### config.mk
export PLATFORM = sky130hd
export DESIGN_NAME = sr_cfg_serializer
export DESIGN_NICKNAME = d
export VERILOG_FILES = /design/src/rtl/sr_cfg_serializer_pkg.sv /design/src/rtl/sr_cfg_serializer_bit_mux.sv /design/src/rtl/sr_cfg_serializer.sv
export SDC_FILE = /design/constraint.sdc
export NUM_CORES = 1
export LEC_CHECK = 0
export BUFFER_PORTS_ARGS = -buffer_cell sky130_fd_sc_hd__buf_2
export CORE_ASPECT_RATIO = 2
export CORE_MARGIN = 5
export CORE_UTILIZATION = 50
export CTS_CLUSTER_DIAMETER = 30
export DETAILED_ROUTE_END_ITERATION = 10
export PLACE_DENSITY_LB_ADDON = 0.3
export SYNTH_ARGS = -nofsm -noshare
export SYNTH_HDL_FRONTEND = slang
export SYNTH_SLANG_ARGS = --single-unit
### constraint.sdc
create_clock -name CLK -period 2.1 [get_ports CLK]
set_input_delay 0.105 -clock CLK [delete_from_list [all_inputs] [get_ports CLK]]
set_output_delay 0.105 -clock CLK [all_outputs]
set_load 0.01 [all_outputs]
### src/rtl/sr_cfg_serializer_pkg.sv
// Shared definitions for the shift-register configuration path: default
// chain geometry, FSM state encodings and a small select-decoding helper.
package sr_cfg_serializer_pkg;

  // Default chain geometry and shift-clock divider.
  localparam int SIZESRSTAT_DEF  = 88;
  localparam int SIZESRDYN_DEF   = 16;
  localparam int SIZEADDRMUX_DEF = 7;
  localparam int CLKDIV_DEF      = 2;

  // Serializer FSM state encodings (plain constants so older tools and the
  // upstream fsm block can share them unchanged).
  localparam logic [2:0] ST_IDLE  = 3'd0;
  localparam logic [2:0] ST_SETUP = 3'd1;
  localparam logic [2:0] ST_HI    = 3'd2;
  localparam logic [2:0] ST_LO    = 3'd3;
  localparam logic [2:0] ST_LATCH = 3'd4;
  localparam logic [2:0] ST_DONE  = 3'd5;

  // A transfer is legal only when exactly one chain is selected.
  function automatic logic sel_onehot(input logic sel_stat, input logic sel_dyn);
    return sel_stat ^ sel_dyn;
  endfunction

endpackage

### src/rtl/sr_cfg_serializer_bit_mux.sv
// Combinational bit selector: picks one bit of the shadow word by index.
// Indices beyond the word width return 0. The parent registers the result.
module sr_bit_mux
  import sr_cfg_serializer_pkg::*;
#(
  parameter int WIDTH = SIZESRSTAT_DEF,
  parameter int ADDRW = SIZEADDRMUX_DEF
) (
  input  logic [WIDTH-1:0] data_i,
  input  logic [ADDRW-1:0] idx_i,
  output logic             bit_o
);

  // Compare the index against every bit position; at most one matches.
  always_comb begin
    // NOTE: every signal written in always_comb gets a default first, so no
    // path leaves it unassigned and no latch is inferred.
    bit_o = 1'b0;
    for (int i = 0; i < WIDTH; i++) begin
      if (idx_i == ADDRW'(i)) begin
        bit_o = data_i[i];
      end
    end
  end

endmodule

### src/rtl/sr_cfg_serializer.sv
// Serializes a captured configuration word, MSB first, into either the
// static or the dynamic chip configuration shift register. Generates a
// divided shift clock with data, then a one-cycle load strobe for the
// selected chain and a done pulse. All outputs are registered from the
// current FSM state, so each output trails its state by one cycle.
module sr_cfg_serializer
  import sr_cfg_serializer_pkg::*;
#(
  parameter int SIZESRSTAT  = SIZESRSTAT_DEF,
  parameter int SIZESRDYN   = SIZESRDYN_DEF,
  parameter int SIZEADDRMUX = SIZEADDRMUX_DEF,
  parameter int CLKDIV      = CLKDIV_DEF
) (
  input  logic                  CLK,
  input  logic                  RST_N,
  input  logic                  start,
  input  logic                  sel_stat,
  input  logic                  sel_dyn,
  input  logic [SIZESRSTAT-1:0] cfg_stat,
  input  logic [SIZESRDYN-1:0]  cfg_dyn,
  output logic                  sr_clk,
  output logic                  sr_din,
  output logic                  sr_load_stat,
  output logic                  sr_load_dyn,
  output logic                  busy,
  output logic                  done,
  output logic                  err
);

  // Phase divider: counts 0..CLKDIV-1 within each HI or LO phase.
  localparam int                     DIVW     = $clog2(CLKDIV) + 1;
  localparam logic [DIVW-1:0]        DIV_LAST = DIVW'(CLKDIV - 1);
  // Starting bit index for each chain (MSB of the chain).
  localparam logic [SIZEADDRMUX-1:0] IDX_STAT = SIZEADDRMUX'(SIZESRSTAT - 1);
  localparam logic [SIZEADDRMUX-1:0] IDX_DYN  = SIZEADDRMUX'(SIZESRDYN - 1);

  // Control state.
  logic [2:0]             state_q,  state_d;
  logic [DIVW-1:0]        div_q,    div_d;
  logic [SIZEADDRMUX-1:0] idx_q,    idx_d;
  logic                   last_q,   last_d;     // bit 0 has had its HI phase
  logic [SIZESRSTAT-1:0]  shadow_q, shadow_d;   // captured, zero-extended word
  logic                   is_stat_q, is_stat_d; // captured chain select

  // Registered outputs.
  logic sr_clk_q,       sr_clk_d;
  logic sr_din_q,       sr_din_d;
  logic sr_load_stat_q, sr_load_stat_d;
  logic sr_load_dyn_q,  sr_load_dyn_d;
  logic busy_q,         busy_d;
  logic done_q,         done_d;
  logic err_q,          err_d;

  logic phase_end;
  logic mux_bit;

  assign phase_end = (div_q == DIV_LAST);

  // Current data bit of the shadow word, selected by the index counter.
  sr_bit_mux #(
    .WIDTH (SIZESRSTAT),
    .ADDRW (SIZEADDRMUX)
  ) u_bit_mux (
    .data_i (shadow_q),
    .idx_i  (idx_q),
    .bit_o  (mux_bit)
  );

  // Next-state logic: transfer sequencing, phase divider and bit index.
  always_comb begin
    state_d   = state_q;
    div_d     = div_q;
    idx_d     = idx_q;
    last_d    = last_q;
    shadow_d  = shadow_q;
    is_stat_d = is_stat_q;

    case (state_q)
      ST_IDLE: begin
        div_d  = '0;
        last_d = 1'b0;
        if (start && sel_onehot(sel_stat, sel_dyn)) begin
          is_stat_d = sel_stat;
          if (sel_stat) begin
            shadow_d = cfg_stat;
            idx_d    = IDX_STAT;
          end else begin
            shadow_d = SIZESRSTAT'(cfg_dyn);
            idx_d    = IDX_DYN;
          end
          state_d = ST_SETUP;
        end
      end

      ST_SETUP: begin
        div_d   = '0;
        state_d = ST_HI;
      end

      // Clock high: data held. On leaving, step to the next bit; once bit 0
      // has been clocked the index stays at 0 and the final flag is set.
      ST_HI: begin
        if (phase_end) begin
          div_d   = '0;
          state_d = ST_LO;
          if (idx_q != '0) begin
            idx_d = idx_q - 1'b1;
          end else begin
            last_d = 1'b1;
          end
        end else begin
          div_d = div_q + 1'b1;
        end
      end

      // Clock low: next bit presented. Loop back unless bit 0 was just sent.
      ST_LO: begin
        if (phase_end) begin
          div_d   = '0;
          state_d = last_q ? ST_LATCH : ST_HI;
        end else begin
          div_d = div_q + 1'b1;
        end
      end

      ST_LATCH: state_d = ST_DONE;

      ST_DONE:  state_d = ST_IDLE;

      default:  state_d = ST_IDLE;
    endcase
  end

  // Output decode from the current state; registered below.
  always_comb begin
    sr_clk_d       = (state_q == ST_HI);
    sr_din_d       = (state_q == ST_SETUP || state_q == ST_HI || state_q == ST_LO) ?
                     mux_bit : 1'b0;
    sr_load_stat_d = (state_q == ST_LATCH) &&  is_stat_q;
    sr_load_dyn_d  = (state_q == ST_LATCH) && !is_stat_q;
    busy_d         = (state_q != ST_IDLE);
    done_d         = (state_q == ST_DONE);
    err_d          = (state_q == ST_IDLE) && start && !sel_onehot(sel_stat, sel_dyn);
  end

  // State and output registers; reset aborts any transfer immediately.
  always_ff @(posedge CLK or negedge RST_N) begin
    if (!RST_N) begin
      state_q        <= ST_IDLE;
      div_q          <= '0;
      idx_q          <= '0;
      last_q         <= 1'b0;
      shadow_q       <= '0;
      is_stat_q      <= 1'b0;
      sr_clk_q       <= 1'b0;
      sr_din_q       <= 1'b0;
      sr_load_stat_q <= 1'b0;
      sr_load_dyn_q  <= 1'b0;
      busy_q         <= 1'b0;
      done_q         <= 1'b0;
      err_q          <= 1'b0;
    end else begin
      // NOTE: non-blocking assignments so every flop samples the values from
      // before this edge, independent of statement order.
      state_q        <= state_d;
      div_q          <= div_d;
      idx_q          <= idx_d;
      last_q         <= last_d;
      shadow_q       <= shadow_d;
      is_stat_q      <= is_stat_d;
      sr_clk_q       <= sr_clk_d;
      sr_din_q       <= sr_din_d;
      sr_load_stat_q <= sr_load_stat_d;
      sr_load_dyn_q  <= sr_load_dyn_d;
      busy_q         <= busy_d;
      done_q         <= done_d;
      err_q          <= err_d;
    end
  end

  assign sr_clk       = sr_clk_q;
  assign sr_din       = sr_din_q;
  assign sr_load_stat = sr_load_stat_q;
  assign sr_load_dyn  = sr_load_dyn_q;
  assign busy         = busy_q;
  assign done         = done_q;
  assign err          = err_q;

endmodule

# [Word-level counts from Yosys, hierarchy flattened]
# Index checks and enable logic that the tools add are counted.
[op_classes] n_eq_ne=98 reduce_logical=21 muxes=105 bitwise=1 add_sub_neg=2
[op_table] cell="equality test 7 x 6 -> 1 bit (second input constant)" count=32
[op_table] cell="equality test 7 bit (second input constant)" count=24
[op_table] cell="equality test 7 x 5 -> 1 bit (second input constant)" count=16
[op_table] cell="2-to-1 mux 1 bit" count=91
[op_table] cell="2-to-1 mux 88 bit" count=1
[op_table] cell="equality test 7 x 4 -> 1 bit (second input constant)" count=8
[op_table] cell="equality test 7 x 3 -> 1 bit (second input constant)" count=4
[op_table] cell="2-to-1 mux 7 bit" count=4
[op_table] cell="one-hot mux 3 bit (5 select lines)" count=1
[op_table] cell="equality test 7 x 2 -> 1 bit (second input constant)" count=2
[op_table] cell="one-hot mux 7 bit (2 select lines)" count=1
[op_table] cell="2-to-1 mux 3 bit" count=4
[op_table] cell="equality test 7 x 1 -> 1 bit (second input constant)" count=1
[op_table] cell="zero test 7 bit" count=1
[op_table] cell="nonzero test 7 bit" count=1
[op_table] cell="subtractor 7 x 1 -> 7 bit (second input constant)" count=1
[op_table] cell="equality test 3 x 2 -> 1 bit (second input constant)" count=2
[op_table] cell="equality test 3 bit (second input constant)" count=2
[op_table] cell="!= test 2 bit (second input constant)" count=3
[op_table] cell="AND reduction 3 bit" count=2
[op_table] cell="logical AND 1 bit" count=5
[op_table] cell="!= test 2 x 1 -> 1 bit (second input constant)" count=2
[op_table] cell="one-hot mux 2 bit (2 select lines)" count=1
[op_table] cell="AND reduction 4 bit" count=1
[op_table] cell="other kinds (13)" count=17
[totals] reg_bits=109 wordCells=240 out_inout_bits=7

# [Depth between registers and ports, before layout]
[depth] depth_word=90 mapped_depth=12 ltp_nobuf=9

# [Modules after synthesis]
# From an unflattened synthesis, not the netlist that was laid out.
[hier_totals] hier_cells=719 hier_area_um2=6192.2
[modules_own_cells] module="sr_cfg_serializer" seq_area_each_um2=2727.6 n_inst=1 area_per_inst_um2=4601.9 cells_per_inst=484
[modules_own_cells] module="sr_bit_mux" seq_area_each_um2=0.0 n_inst=1 area_per_inst_um2=1590.3 cells_per_inst=235

# [Worst setup path after synthesis]
# OpenSTA, ideal clock, no wires.
[synth_path] path_type="register to register" from="register idx_q[1]" to="register sr_din_q (netlist: sr_din)" stages_incl_launch_ff=11 arrival_time_ps=2066 n_path_buf=1 setup_slack_ps=-90 synth_period_minus_slack_ps=2190 path_cell_list="dfrtp_1 inv_1 ha_1 buf_2 a31oi_1 o22ai_1 a2111oi_2 a2111oi_2 o211ai_1 nor4_1 a211o_1"
[synth_between] elab_chain_cells=90 elab_cells_between_ends=177
[synth_lines] element="start: declaration" line="sr_cfg_serializer.sv:40" source="logic [SIZEADDRMUX-1:0] idx_q, idx_d;"
[synth_lines] element="start signal: assignment" line="sr_cfg_serializer.sv:167" source="idx_q <= idx_d;"
[synth_lines] element="zero test 7 bit" line="sr_cfg_serializer_bit_mux.sv:20" source="if (idx_i == ADDRW'(i)) begin"
[synth_lines] element="2-to-1 mux 1 bit (87 in a row)" line="sr_cfg_serializer_bit_mux.sv:20"
[synth_lines] element="2-to-1 mux 1 bit *" line="sr_cfg_serializer_bit_mux.sv:20"
[synth_lines] element="2-to-1 mux 1 bit *" line="sr_cfg_serializer.sv:137" source="sr_din_d = (state_q == ST_SETUP || state_q == ST_HI || state_q == ST_LO) ?"
[synth_lines] element="via sr_din_d" line="sr_cfg_serializer.sv:47" source="logic sr_din_q, sr_din_d;"
[synth_lines] element="end signal: assignment" line="sr_cfg_serializer.sv:172" source="sr_din_q <= sr_din_d;"
[synth_lines] element="end: declaration" line="sr_cfg_serializer.sv:47"
# Mark *: on every way through the listed nets, which the timed path passes. The rest lies on a longest branch.
# A chain may end at the register's enable or synchronous reset.

# [Final worst setup path]
# Same ends and word-level chain as after synthesis.

==> results.tsv <==
metric	value	unit
ant_nets	0	
cp_top_family	compound AO/OA/AOI/OAI gates	
track_usage	27.7	%
syn_area_per_cell	8.37	sq um
cap_violations	0	
leakage	3.71	nW
vias_per_cell	5.73	
min_period_over_period	112	%
cpMostUsedCell	buf_6	
ios	116	
dr.pass1.iters	5	
syn_inst	704	
worst_slew_pin_slew	0.765	ns
die_w	86.8	um
synthArstFlopShare	100	%
skew	0.0106	ns
clkSinkCount	109	
hpwl	14.7	mm
slew_headroom	49.0	%
slew_viol_final	0	
yosysUniqueCellTypes	64	
critPathSlowestCell	dfrtp_1	
die_area	0.0142	sq mm
routed_wl	19.5	mm
required	2.33	ns
cts_buffer_depth	2	
path_cells	buf_6 -> ha_4 -> buf_6 -> buf_4 -> nor2_2 -> buf_6 -> o21ai_0 -> a21oi_1 -> o22ai_1 -> o21ai_0 -> nand4b_1 -> a211o_1	
area_delta_synth_final	33.9	%
start_util	50.7	%
powerDensity	1320	mW/mm^2
setup_slack	-0.253	ns
utilization	67.8	%
rsz0062_at_grt	true	
numCtsBuffers	9	
critical_path.max_stage_delay	0.42	ns
crit_buf_inv	4	
drc	0	
grt_max_degree	97	
crit_fanout	6	
netlist_area	0.00589	sq mm
via_count	5887	
max-vdd-ir-drop	0.720	mV
synth.net_count	818	
ys_ff_latch	109	
ys.warnings.count	0	
die_h	164	um
final_nets	992	
mostFrequentLayoutCell	nand2_1	
port_buffers	115	
most-common-layout-cells	nand2_1, buf_2, dfrtp_1	
status	complete, but fails checks	
antenna_found_initial	0	
violations	setup timing	
grt_pass1_vias	6240	
cp_data_arrival_time	2.59	ns
synth_enable_flop_cells	0	
synth-main-ff-cell	dfrtp_1	
synth-seq-area-share	46.3	%
htree_num_levels	3	
worstSetupPathType	reg2reg	
max_freq	0.425	GHz
num_antenna_cells	0	
cts_tree	yes	
rows	56	
drt-wirelength-per-cell	18.9	um
start_kind	register	
drt_iter0_markers	397	
post-route-min-period	2.35	ns
setup_violations	4	
cts_root_buf	clkbuf_16	
grt_pass1_wl	30.4	mm
fp.coreArea	0.0116	sq mm
clock_latency	0.35	ns
overflow	0	
hold_viol	0	
drive_above_1_share	31.1	%
dp_slack	-0.346	ns
worstSetupEndpointType	register	
hp-class	in2reg	
cts.clk_slew.worst_paths	0.07	ns
place_congestion	0.968	
-- synthesized netlist by cell type (6+ instances only) --
master	n	share of area, %
nor2b_1	11	1.2
o22ai_1	11	1.2
mux2i_1	16	2.7
nand3_1	6	0.51
clkbuf_1	28	1.8
nor2_1	24	1.5
nand2_1	188	12
o21ai_0	115	9.8
nand2b_1	8	0.85
inv_1	18	1.1
a221oi_1	12	1.8
a21oi_1	26	2.2
buf_2	20	1.7
nor3_1	6	0.51
dfrtp_1	109	46
a31oi_1	9	0.96
-- cell type report --
cell class / instances / area [sq um]
Tap cell: 145 / 181
Timing Repair Buffer: 219 / 1520
Inverter: 19 / 77.6
Multi-Input combinational cell: 520 / 3090
Sequential cell: 109 / 2730
Clock buffer: 9 / 225
Clock inverter: 6 / 70.1
Fill cell: 987 / 3740
-- layer usage --
metal	vias up	share of wire, %	global-route usage [%]
met5	-	0	0
met4	0	5.9	17.9
met3	79	3.8	3.74
met2	231	55	50.3
met1	2762	35	28.8
li1	2815	-	-
-- registers in the layout (all words and copies together), names as in the netlist --
register      flops
busy              1
div_q             2
done              1
err               1
idx_q             7
is_stat_q         1
last_q            1
shadow_q         88
sr_clk            1
sr_din            1
sr_load_dyn       1
sr_load_stat      1
state_q           3
-- tightest hold or removal path: cells and delay by family --
family | cells | cell delay (ns)
buf+inv | 1 | 0.09
compound gates | 1 | 0.06
simple gates | 1 | 0.05
-- logic make-up after synthesis --
| logic type | Yosys count | synth area share, % |
|---|---|---|
| buffers and inverters | 75 | 5.65 |
| AOI/OAI and AO/OA | 221 | 23.0 |
| adders and majority gates | 5 | 1.06 |
| xor gates and xnor gates | 4 | 0.595 |
| and+or+nand+nor | 273 | 20.5 |
| muxes | 17 | 2.91 |
| DFF | 109 | 46.3 |
-- metrics by stage --
stage | std cells | area [sq um] | power, mW | hold slack, ns | setup TNS [ns]
detailed placement | 992 | 7160 | 7.97 | 0.0159 | -0.638
floorplan | 704 | 5960 | 5.84 | -0.191 | -0.00509
finish | 1027 | 7890 | 10.4 | 0.00318 | -0.450
global placement | 992 | 7160 | 7.86 | 0.0121 | -0.348
global route | 1027 | 7890 | 11.0 | 0.000995 | -1.51
CTS | 1022 | 7680 | 9.93 | 0.000662 | -0.278
-- report_power, final --
| group | internal, mW | total [mW] | switching [mW] |
|---|---|---|---|
| registers | 2.82 | 3.49 | 0.669 |
| clock network | 0.930 | 1.72 | 0.789 |
| logic | 2.46 | 5.21 | 2.74 |
| total | 6.21 | 10.4 | 4.20 |
-- timing repair --
action                                 in CTS  in global routing
resized for setup                          20                 46
hold buffers                               11                  0
endpoints found under the hold margin      30                  0
setup endpoints to repair                   7                  8
buffers inserted                            4                  5
pin swaps                                   4                 22
-- path summary, 6_finish.rpt --
check,start,to,cells after the start,slack [ns]
setup / recovery,idx_q[1],sr_din,12,-0.25
hold / removal,cfg_stat[72],shadow_q[72],3,0.003
setup reg to reg,idx_q[1],sr_din,12,-0.25
hold reg to reg,is_stat_q,sr_load_dyn,1,0.47
max in group asynchronous,RST_N,idx_q[3],3,1.24
min in group asynchronous,RST_N,shadow_q[72],2,0.18
No activity file was read; power rests on OpenSTA's default activity.
